==> config.mk <==
export PLATFORM = sky130hd
export DESIGN_NAME = scanline_irq_timer
export DESIGN_NICKNAME = d
export VERILOG_FILES = /design/src/rtl/scanline_irq_timer.sv
export SDC_FILE = /design/constraint.sdc
export NUM_CORES = 1
export LEC_CHECK = 0
export ABC_AREA = 1
export BUFFER_PORTS_ARGS = -buffer_cell sky130_fd_sc_hd__clkbuf_2
export CORE_MARGIN = 2
export CORE_UTILIZATION = 54
export CTS_BUF_LIST = sky130_fd_sc_hd__clkbuf_8
export DETAILED_ROUTE_END_ITERATION = 10
export PLACE_DENSITY = 0.85
export SYNTH_ARGS = -nofsm -noshare
export SYNTH_HDL_FRONTEND = slang
export SYNTH_SLANG_ARGS = --single-unit
==> constraint.sdc <==
create_clock -name clk_ppu -period 1.8 [get_ports clk_ppu]
set_input_delay 0.18 -clock clk_ppu [delete_from_list [all_inputs] [get_ports clk_ppu]]
set_output_delay 0.18 -clock clk_ppu [all_outputs]
set_load 0.05 [all_outputs]
==> src/rtl/scanline_irq_timer.sv <==
// scanline_irq_timer
//   Scanline IRQ counter in the style of the MMC3, shared by several mappers.
//   The counter is clocked either by filtered PPU A12 edges or by CPU cycles
//   through a prescaler. A12 polarity is selectable. IRQ-at-zero semantics are
//   either old (revA) or new (revB).
//   Everything runs on clk_ppu. CPU register writes arrive as one-cycle strobes.
//
// Ports
//   clk_ppu        sole clock
//   rst_n          asynchronous active-low reset
//   m2_pulse       one-cycle strobe per CPU cycle
//   ppu_a12        PPU address bit 12
//   reg_we         register write strobe
//   reg_sel[2:0]   0 latch, 1 reload, 2 disable/ack, 3 enable, 4 mode
//   reg_data       write data
//   irq            level IRQ request, active high
//   cnt_o          current counter value (debug)
//   reload_pend_o  reload flag (debug)
module scanline_irq_timer #(
    parameter int CNT_WIDTH = 8,
    parameter int FILTER_M2 = 3,
    parameter int PRESCALE  = 4,
    parameter int OLD_IRQ   = 0
) (
    input  logic                 clk_ppu,
    input  logic                 rst_n,
    input  logic                 m2_pulse,
    input  logic                 ppu_a12,
    input  logic                 reg_we,
    input  logic [2:0]           reg_sel,
    input  logic [CNT_WIDTH-1:0] reg_data,
    output logic                 irq,
    output logic [CNT_WIDTH-1:0] cnt_o,
    output logic                 reload_pend_o
);

    localparam int              PS_W     = (PRESCALE > 1) ? $clog2(PRESCALE) : 1;
    localparam logic [PS_W-1:0] PS_LAST  = PS_W'(PRESCALE - 1);
    localparam logic [3:0]      FILT_MIN = 4'(FILTER_M2);

    logic [CNT_WIDTH-1:0] cnt, latch, cnt_nxt;
    logic                 reload_pend, reload_nxt;
    logic                 irq_q, irq_en, irq_hit;
    logic [1:0]           mode;
    logic [PS_W-1:0]      pre;
    logic [3:0]           filt_cnt;
    logic                 a12_prev;

    logic wr_latch, wr_reload, wr_ack, wr_en, wr_mode;
    logic a12_eff, a12_edge, pre_wrap, clk_evt;

    assign wr_latch  = reg_we && (reg_sel == 3'd0);
    assign wr_reload = reg_we && (reg_sel == 3'd1);
    assign wr_ack    = reg_we && (reg_sel == 3'd2);
    assign wr_en     = reg_we && (reg_sel == 3'd3);
    assign wr_mode   = reg_we && (reg_sel == 3'd4);

    // Falling-edge mode inverts A12 so one rising-edge detector serves both.
    assign a12_eff  = ppu_a12 ^ mode[1];
    assign a12_edge = a12_eff && !a12_prev && (filt_cnt >= FILT_MIN);
    assign pre_wrap = mode[0] && m2_pulse && (pre == PS_LAST);

    // Only the selected source clocks the counter. A reload or mode write in
    // the same cycle swallows the event.
    assign clk_evt = (mode[0] ? pre_wrap : a12_edge) && !wr_reload && !wr_mode;

    always_comb begin
        cnt_nxt    = cnt;
        reload_nxt = reload_pend;
        irq_hit    = 1'b0;
        if (wr_reload) begin
            cnt_nxt    = '0;
            reload_nxt = 1'b1;
        end else if (clk_evt) begin
            if (cnt == '0 || reload_pend) begin
                cnt_nxt    = latch;
                reload_nxt = 1'b0;
            end else begin
                cnt_nxt = cnt - CNT_WIDTH'(1);
            end
            // Old semantics: a zero latch reloading from zero without a
            // pending reload does not re-fire.
            irq_hit = (irq_en || wr_en) && (cnt_nxt == '0) &&
                      ((OLD_IRQ == 0) || (cnt != '0) || reload_pend);
        end
    end

    always_ff @(posedge clk_ppu or negedge rst_n) begin
        if (!rst_n) begin
            cnt         <= '0;
            latch       <= '0;
            reload_pend <= 1'b0;
            irq_q       <= 1'b0;
            irq_en      <= 1'b0;
            mode        <= 2'b00;
            pre         <= '0;
            filt_cnt    <= 4'd0;
            a12_prev    <= 1'b0;
        end else begin
            cnt         <= cnt_nxt;
            reload_pend <= reload_nxt;
            a12_prev    <= a12_eff;

            if (wr_latch) latch <= reg_data;

            if (wr_ack)     irq_en <= 1'b0;
            else if (wr_en) irq_en <= 1'b1;

            // An acknowledge wins over an event that would set irq.
            if (wr_ack)       irq_q <= 1'b0;
            else if (irq_hit) irq_q <= 1'b1;

            if (wr_mode) mode <= reg_data[1:0];

            if (wr_mode)
                pre <= '0;
            else if (mode[0] && m2_pulse)
                pre <= pre_wrap ? '0 : pre + 1'b1;

            // Low time is measured in CPU cycles and saturates at the threshold.
            if (a12_eff)
                filt_cnt <= 4'd0;
            else if (m2_pulse && filt_cnt < FILT_MIN)
                filt_cnt <= filt_cnt + 4'd1;
        end
    end

    assign irq           = irq_q;
    assign cnt_o         = cnt;
    assign reload_pend_o = reload_pend;

endmodule
==> impl_metrics.sql, run 1 <==
INSERT INTO impl_metrics (metric_group, metric, value, unit) VALUES
('timing', 'timing.final.max_slew_violations', '0', ''),
('logic_synthesis', 'ys_top_cells_by_area', 'dfrtp_1 46%, nand2_1 14%, inv_1 8.4%', ''),
('power_and_ir_drop', 'p_leak', '0.999', 'nW'),
('timing', 'setup_viol', '0', ''),
('power_and_ir_drop', 'combPwrFrac', '0.560', ''),
('cts', 'ctsLongestPathBuffers', '2', ''),
('placement', 'dp_hpwl', '2.25', 'mm'),
('setup_path', 'worstPathArrival', '1.83', 'ns'),
('logic_synthesis', 'syn-mean-instance-area', '7.53', 'µm²'),
('grt', 'grt.met3_usage', '0.0369', ''),
('timing', 'timing.slew.headroom', '0.552', ''),
('logic_synthesis', 'ys.flop_type', 'dfrtp_1', ''),
('setup_path', 'cp_slowest_cell', 'dfrtp_1', ''),
('timing', 'max_slew.worst_pin.slew', '0.671', 'ns'),
('drt', 'detail_route.wl_per_cell', '11.2', 'µm'),
('cts', 'clkTransAtPathRegs', '0.09', 'ns'),
('logic_synthesis', 'count_of_flip_flops_with_a_built_in_enable_after_synthesis', '0', ''),
('logic_synthesis', 'yosysWarnings', '0', ''),
('setup_path', 'cp-end-kind', 'flip-flop', ''),
('power_and_ir_drop', 'internal_power', '0.00151', 'W'),
('logic_synthesis', 'netlist_top_cells_count', '55 x nand2_1, 34 x inv_1, 28 x dfrtp_1', ''),
('logic_synthesis', 'postSynthNetCount', '221', ''),
('layout', 'fillCellCount', '244', ''),
('power_and_ir_drop', 'net-switching-power', '0.00149', 'W'),
('grt', 'met2_usage', '0.333', ''),
('logic_synthesis', 'mappedNetlistArea', '0.00151', 'mm²'),
('die', 'fp.dieH', '56.9', 'µm'),
('run_status', 'outcome', 'completed', ''),
('layout', 'num-nets-final', '254', ''),
('setup_path', 'critPathKind', 'reg -> reg', ''),
('grt', 'number_of_antenna_violations_at_the_first_check_in_global_routing', '0', ''),
('logic_synthesis', 'yosysTopAreaCell', 'dfrtp_1', ''),
('die', 'std_cell_rows', '19', ''),
('power_and_ir_drop', 'max-vdd-ir-drop', '1.60', 'mV'),
('die', 'dieWidth', '56.9', 'µm'),
('layout', 'area_delta_synth_final', '17.0', '%'),
('layout', 'drive_gt1_frac', '0.193', ''),
('setup_path', 'critical_path.startpoint_type', 'flip-flop', ''),
('timing', 'grt_setup_unrepaired', 'false', ''),
('drt', 'final_antenna_net_count', '0', ''),
('cts', 'tritoncts', 'yes', ''),
('logic_synthesis', 'synth_most_common_cell', 'nand2_1', ''),
('cts', 'cts.htree.levels', '1', ''),
('drt', 'drcViolationCount', '0', ''),
('timing', 'totalNegativeSetupSlack', '0', 'ns'),
('timing', 'worst_setup_margin', '0.172', 'ns'),
('timing', 'finalCritPeriodShare', '0.904', ''),
('power_and_ir_drop', 'switching_share', '0.497', ''),
('drt', 'firstDrtPassIters', '4', ''),
('timing', 'fmax', '614', 'MHz'),
('setup_path', 'required', '2.00', 'ns'),
('die', 'total_die_area', '0.00324', 'mm²'),
('layout', 'post-route-cell-area', '0.00177', 'mm²'),
('placement', 'placed_cell_area', '0.00170', 'mm²'),
('timing', 'final_hold_viol_count', '0', ''),
('timing', 'finalWorstPathRequiredPeriod', '1.63', 'ns'),
('drt', 'detailroute.via_count', '1322', ''),
('logic_synthesis', 'postSynthCellCount', '201', ''),
('layout', 'n_antenna_cell', '0', ''),
('drt', 'drt_wl_total', '2.96', 'mm'),
('grt', 'gr-max-usage-layer', 'met2', ''),
('grt', 'grt_usage', '0.198', ''),
('grt', 'grt.overflow.total', '0', ''),
('logic_synthesis', 'synth_top_cell_area_share', '0.463', ''),
('setup_path', 'timing.critical_path.fanout_max', '5', ''),
('logic_synthesis', 'async_reset_ff_frac', '1.00', ''),
('min_path', 'hold_path_class', 'in -> reg', ''),
('power_and_ir_drop', 'share_seq_of_total_power', '0.314', ''),
('placement', 'place.gp.congestion', '0.916', ''),
('die', 'floorplan_core_area', '0.00271', 'mm²'),
('grt', 'grt_util_met1', '0.258', '');
[routing by layer]
layer	vias to the layer above	wire length (µm)
met3	2	146
met1	598	1430
met2	35	1370
met5	-	0
met4	0	19
li1	687	-
[layout make-up]
| type | count | area, µm² | share of cell area |
|---|---|---|---|
| Sequential cell | 28 | 702 | 0.397 |
| Multi-Input combinational cell | 137 | 684 | 0.387 |
| Timing Repair Buffer | 29 | 158 | 0.0891 |
| Inverter | 35 | 131 | 0.0743 |
| Clock buffer | 4 | 55.1 | 0.0311 |
| Tap cell | 31 | 38.8 | 0.0219 |
[registers in the layout (all words and copies together) (netlist names)]
signal         flops
reload_pend_o      1
irq_en             1
irq                1
latch              8
pre                2
a12_prev           1
mode               2
cnt_o              8
filt_cnt           4
[path summary, 6_finish.rpt]
path / start / endpoint / cells past startpoint
setup / recovery: cnt_o[2]$_DFFE_PN0P_ / irq$_DFFE_PN0P_ / 11
hold / removal: reg_data[3] / latch[3]$_DFFE_PN0P_ / 2
setup reg to reg: cnt_o[2]$_DFFE_PN0P_ / irq$_DFFE_PN0P_ / 11
hold reg to reg: filt_cnt[2]$_DFFE_PN0P_ / filt_cnt[2]$_DFFE_PN0P_ / 2
max in group asynchronous: rst_n / cnt_o[0]$_DFFE_PN0P_ / 2
min in group asynchronous: rst_n / pre[1]$_DFFE_PN0P_ / 2
[cell usage in the layout, fill, tap and decap left out]
cell type	count
nor3_1	3
inv_1	34
xor2_1	2
a21oi_2	2
a21oi_1	6
dlygate4sd3_1	1
dfrtp_1	27
nand2_1	55
o22ai_1	2
clkbuf_8	4
mux2_2	2
dfrtp_2	1
nor2_1	26
nor2_4	1
xor2_2	1
ha_1	4
nand3_1	12
nand3_2	1
buf_4	3
nand2_2	3
o21ai_0	15
o21ai_4	1
inv_2	1
a211oi_1	1
clkbuf_2	25
[critical path: cells and delay by family (launching register included)]
family | cells | cell delay (ns)
AO/OA/AOI/OAI | 1 | 0.11
buffers and inverters | 1 | 0.10
flip-flops | 1 | 0.46
AND/OR/NAND/NOR | 9 | 0.89
[through the flow]
step / hold WS [ns] / power, W / instances
after floorplan: -0.116 / 0.00221 / 201
after global placement: 0.251 / 0.00253 / 259
after detailed placement: 0.252 / 0.00257 / 259
after CTS: 0.134 / 0.00296 / 264
after global routing: 0.146 / 0.00325 / 264
final: 0.138 / 0.00299 / 264
[cells by family after synthesis]
logic type                 Yosys count  share of synthesized area
DFF                                 28                      0.463
muxes                                2                     0.0149
xor gates and xnor gates             3                     0.0223
adders and majority gates            4                     0.0331
buffers and inverters               36                     0.0893
AOI/OAI and AO/OA                   27                      0.105
and+or+nand+nor                    101                      0.272
[power groups by stage]
stage	clock network [W]	registers (W)	logic, W
floorplan	0	0.00124	0.000972
global placement	0	0.000945	0.00158
detailed placement	0	0.000952	0.00162
CTS	0.000387	0.000940	0.00164
global route	0.000421	0.000960	0.00187
finish	0.000378	0.000940	0.00168
[repair_timing]
action | in CTS | in global routing
endpoints found under the setup margin | 0 | 1
gates resized for setup | 0 | 2
hold buffers | 1 | 0
endpoints found under the hold margin | 28 | 0
No activity file was read; power rests on OpenSTA's default activity.
==> inputs of run 2 (changes only) <==
Settings changed: ABC_AREA 1 to unset.
==> impl_metrics.sql, run 2 <==
INSERT INTO impl_metrics (metric_group, metric, value, unit) VALUES
('run_status', 'outcome', 'finished, violations left', ''),
('run_status', 'failing_checks', 'negative setup slack', ''),
('logic_synthesis', 'ys.flop_type', 'dfrtp_1', ''),
('power_and_ir_drop', 'combPwrFrac', '0.624', ''),
('grt', 'gr-max-usage-layer', 'met2', ''),
('logic_synthesis', 'count_of_flip_flops_with_a_built_in_enable_after_synthesis', '0', ''),
('timing', 'totalNegativeSetupSlack', '-0.275', 'ns'),
('power_and_ir_drop', 'net-switching-power', '0.00153', 'W'),
('job', 'drv_cap', '0', ''),
('logic_synthesis', 'yosysWarnings', '0', ''),
('min_path', 'hold_path_class', 'in -> reg', ''),
('layout', 'drive_gt1_frac', '0.462', ''),
('grt', 'pin_count_of_the_biggest_net_entering_global_routing', '29', ''),
('drt', 'drcViolationCount', '0', ''),
('setup_path', 'required', '1.99', 'ns'),
('placement', 'placed_cell_area', '0.00182', 'mm²'),
('setup_path', 'setup.reg_to_reg.worst_slack', '-0.14', 'ns'),
('setup_path', 'crit_path_cells', 'or4_4, or4_4, o311ai_4, o2111ai_1, o31ai_2', ''),
('grt', 'grt_usage', '0.259', ''),
('setup_path', 'critPathKind', 'reg -> reg', ''),
('logic_synthesis', 'synth_most_common_cell', 'dfrtp_1', ''),
('setup_path', 'worst_r2r_path_depth', '5', ''),
('cts', 'tritoncts', 'yes', ''),
('die', 'std_cell_rows', '18', ''),
('layout', 'n_antenna_cell', '0', ''),
('layout', 'num-nets-final', '220', ''),
('power_and_ir_drop', 'share_clk_of_total_power', '0.111', ''),
('power_and_ir_drop', 'max-vdd-ir-drop', '1.78', 'mV'),
('placement', 'dp_hpwl', '2.71', 'mm'),
('die', 'design.portCount', '26', ''),
('setup_path', 'cp_slowest_cell', 'or4_4', ''),
('grt', 'global_route_wire_length_before_repair', '6.51', 'mm'),
('logic_synthesis', 'async_reset_ff_frac', '1.00', ''),
('logic_synthesis', 'ys_top_cells_by_area', 'dfrtp_1 48%, mux2_2 8.4%, ha_1 3.4%', ''),
('min_path', 'min_path_cells', '2', ''),
('drt', 'firstDrtPassIters', '4', ''),
('setup_path', 'cp-end-kind', 'flip-flop', ''),
('setup_path', 'max_stage_delay', '0.56', 'ns'),
('timing', 'worst_setup_margin', '-0.143', 'ns'),
('cts', 'cts.htree.levels', '1', ''),
('grt', 'met2_usage', '0.467', ''),
('cts', 'clock_latency', '0.27', 'ns'),
('drt', 'drt_iter0_drc', '68', ''),
('setup_path', 'critical_path.startpoint_type', 'flip-flop', ''),
('drt', 'detailroute.via_count', '1388', ''),
('placement', 'io_buffers', '25', ''),
('cts', 'ctsLongestPathBuffers', '2', ''),
('setup_path', 'worst_path_most_repeated_cell', 'or4_4', ''),
('timing', 'fin_skew', '0.00629', 'ns'),
('grt', 'grt.overflow.total', '0', ''),
('grt', 'number_of_antenna_violations_at_the_first_check_in_global_routing', '0', ''),
('layout', 'layoutNonFillerInstCount', '229', ''),
('timing', 'timing.final.max_slew_violations', '0', ''),
('logic_synthesis', 'postSynthNetCount', '164', ''),
('drt', 'via_per_inst', '6.06', ''),
('setup_path', 'timing.critical_path.fanout_max', '4', ''),
('logic_synthesis', 'synth-seq-cells', '28', ''),
('cts', 'clock-root-buffer', 'clkbuf_8', ''),
('layout', 'fillCellCount', '149', ''),
('layout', 'post-route-cell-area', '0.00202', 'mm²'),
('timing', 'grt_setup_unrepaired', 'true', ''),
('logic_synthesis', 'mappedNetlistArea', '0.00147', 'mm²'),
('layout', 'area_delta_synth_final', '37.4', '%'),
('logic_synthesis', 'synth_top_cell_area_share', '0.477', ''),
('power_and_ir_drop', 'share_seq_of_total_power', '0.265', ''),
('timing', 'setup_viol', '7', ''),
('logic_synthesis', 'yosysTopAreaCell', 'dfrtp_1', ''),
('setup_path', 'worstPathArrival', '2.13', 'ns'),
('drt', 'detail_route.wl_per_cell', '17.2', 'µm'),
('power_and_ir_drop', 'power_per_cell_area', '1750', 'mW/mm²'),
('grt', 'grt_pass1_vias', '1411', ''),
('die', 'initial_core_util', '0.582', ''),
('cts', 'clkTransAtPathRegs', '0.10', 'ns'),
('timing', 'timing.slew.headroom', '0.525', ''),
('placement', 'place.gp.congestion', '0.849', ''),
('grt', 'grt.met3_usage', '0.0209', ''),
('die', 'total_die_area', '0.00315', 'mm²'),
('drt', 'final_antenna_net_count', '0', ''),
('die', 'fp.dieH', '56.1', 'µm'),
('die', 'dieWidth', '56.1', 'µm'),
('layout', 'final_util', '0.800', ''),
('logic_synthesis', 'syn-mean-instance-area', '10.2', 'µm²'),
('logic_synthesis', 'postSynthCellCount', '144', ''),
('timing', 'final_hold_viol_count', '0', ''),
('grt', 'grt_util_met1', '0.332', ''),
('power_and_ir_drop', 'internal_power', '0.00199', 'W'),
('logic_synthesis', 'netlist_top_cells_count', '28 x dfrtp_1, 12 x nand2_1, 12 x nor2_1', ''),
('die', 'floorplan_core_area', '0.00252', 'mm²'),
('timing', 'finalWorstPathRequiredPeriod', '1.94', 'ns'),
('layout', 'most-common-layout-cells', '25 x buf_4, 25 x clkbuf_2, 22 x dfrtp_1', ''),
('timing', 'fmax', '515', 'MHz'),
('power_and_ir_drop', 'switching_share', '0.435', ''),
('logic_synthesis', 'yosysSeqAreaShare', '0.477', ''),
('cts', 'clock-sinks', '28', ''),
('cts', 'cts_buffers', '3', ''),
('logic_synthesis', 'synth.lib_cells_used.distinct', '42', ''),
('drt', 'drt_wl_total', '3.94', 'mm'),
('timing', 'max_slew.worst_pin.slew', '0.712', 'ns'),
('power_and_ir_drop', 'p_leak', '0.926', 'nW'),
('placement', 'dp.cells', '219', ''),
('timing', 'finalCritPeriodShare', '1.08', '');
## run 2: cell types whose count changed in the layout (fill, tap and decap cells not counted), moves of 9 or more
cell and delta:
mux2_2 +9, nor2_1 -14, buf_4 +22, inv_1 -30, nand2_1 -43, o21ai_0 -12
## run 2: power groups by stage
stage / registers [W] / clock network (W) / logic [W]
3_3_place_gp: 0.000929 / 0 / 0.00169
5_1_grt: 0.000954 / 0.000424 / 0.00233
6_report: 0.000934 / 0.000393 / 0.00220
4_1_cts: 0.000927 / 0.000397 / 0.00194
3_5_place_dp: 0.000943 / 0 / 0.00179
2_1_floorplan: 0.00124 / 0 / 0.000843
## run 2: layer usage
metal,vias up,wire length (µm)
met3,6,214
li1,637,-
met2,64,2070
met4,0,57
met1,681,1590
met5,-,0
## run 2: final timing paths
kind,end,from
hold / removal,latch[3]$_DFFE_PN0P_,reg_data[3]
setup reg to reg,irq$_DFFE_PN0P_,cnt_o[5]$_DFFE_PN0P_
hold reg to reg,irq$_DFFE_PN0P_,irq$_DFFE_PN0P_
max in group asynchronous,cnt_o[0]$_DFFE_PN0P_,rst_n
min in group asynchronous,cnt_o[7]$_DFFE_PN0P_,rst_n
setup / recovery,irq$_DFFE_PN0P_,cnt_o[5]$_DFFE_PN0P_
## run 2: logic make-up (layout without fill, tap and decap cells)
family	count (synthesis)	count (layout)	synth area share
xor+xnor	5	5	0.0298
simple gates	53	53	0.193
fa+ha+maj	4	4	0.0341
compound gates	32	32	0.147
flops	28	28	0.477
buf+inv	10	65	0.0273
mux	12	12	0.0912
## run 2: timing repair
item / 4_1_cts / 5_1_grt
endpoints found under the setup margin: 9 / 10
hold buffers: 1 / 0
hold endpoints to repair: 28 / 0
pin swaps: 1 / 8
setup buffers: 1 / 3
gates cloned: 1 / 0
gates resized for setup: 9 / 15
## run 2: final cells by class
type                       count  area [µm²]  share of cell area
multi-input combinational    106         817               0.405
clock buffer                   4        55.1              0.0273
timing repair buffer          55         377               0.187
inverter                       6        22.5              0.0112
tap                           30        37.5              0.0186
sequential                    28         708               0.351
## run 2: critical path, delay by kind of cell, from the launching register on
family / cells / cell delay, ns
and+or+nand+nor: 2 / 1.01
DFF: 1 / 0.42
AOI/OAI and AO/OA: 3 / 0.43
## run 2: stage by stage
stage          total power (W)  setup slack, ns  hold WS, ns
2_1_floorplan          0.00209           -0.229       -0.116
3_3_place_gp           0.00262          -0.0692        0.245
3_5_place_dp           0.00273           -0.141        0.263
4_1_cts                0.00327           -0.160        0.127
5_1_grt                0.00371           -0.193        0.132
6_report               0.00353           -0.143        0.130
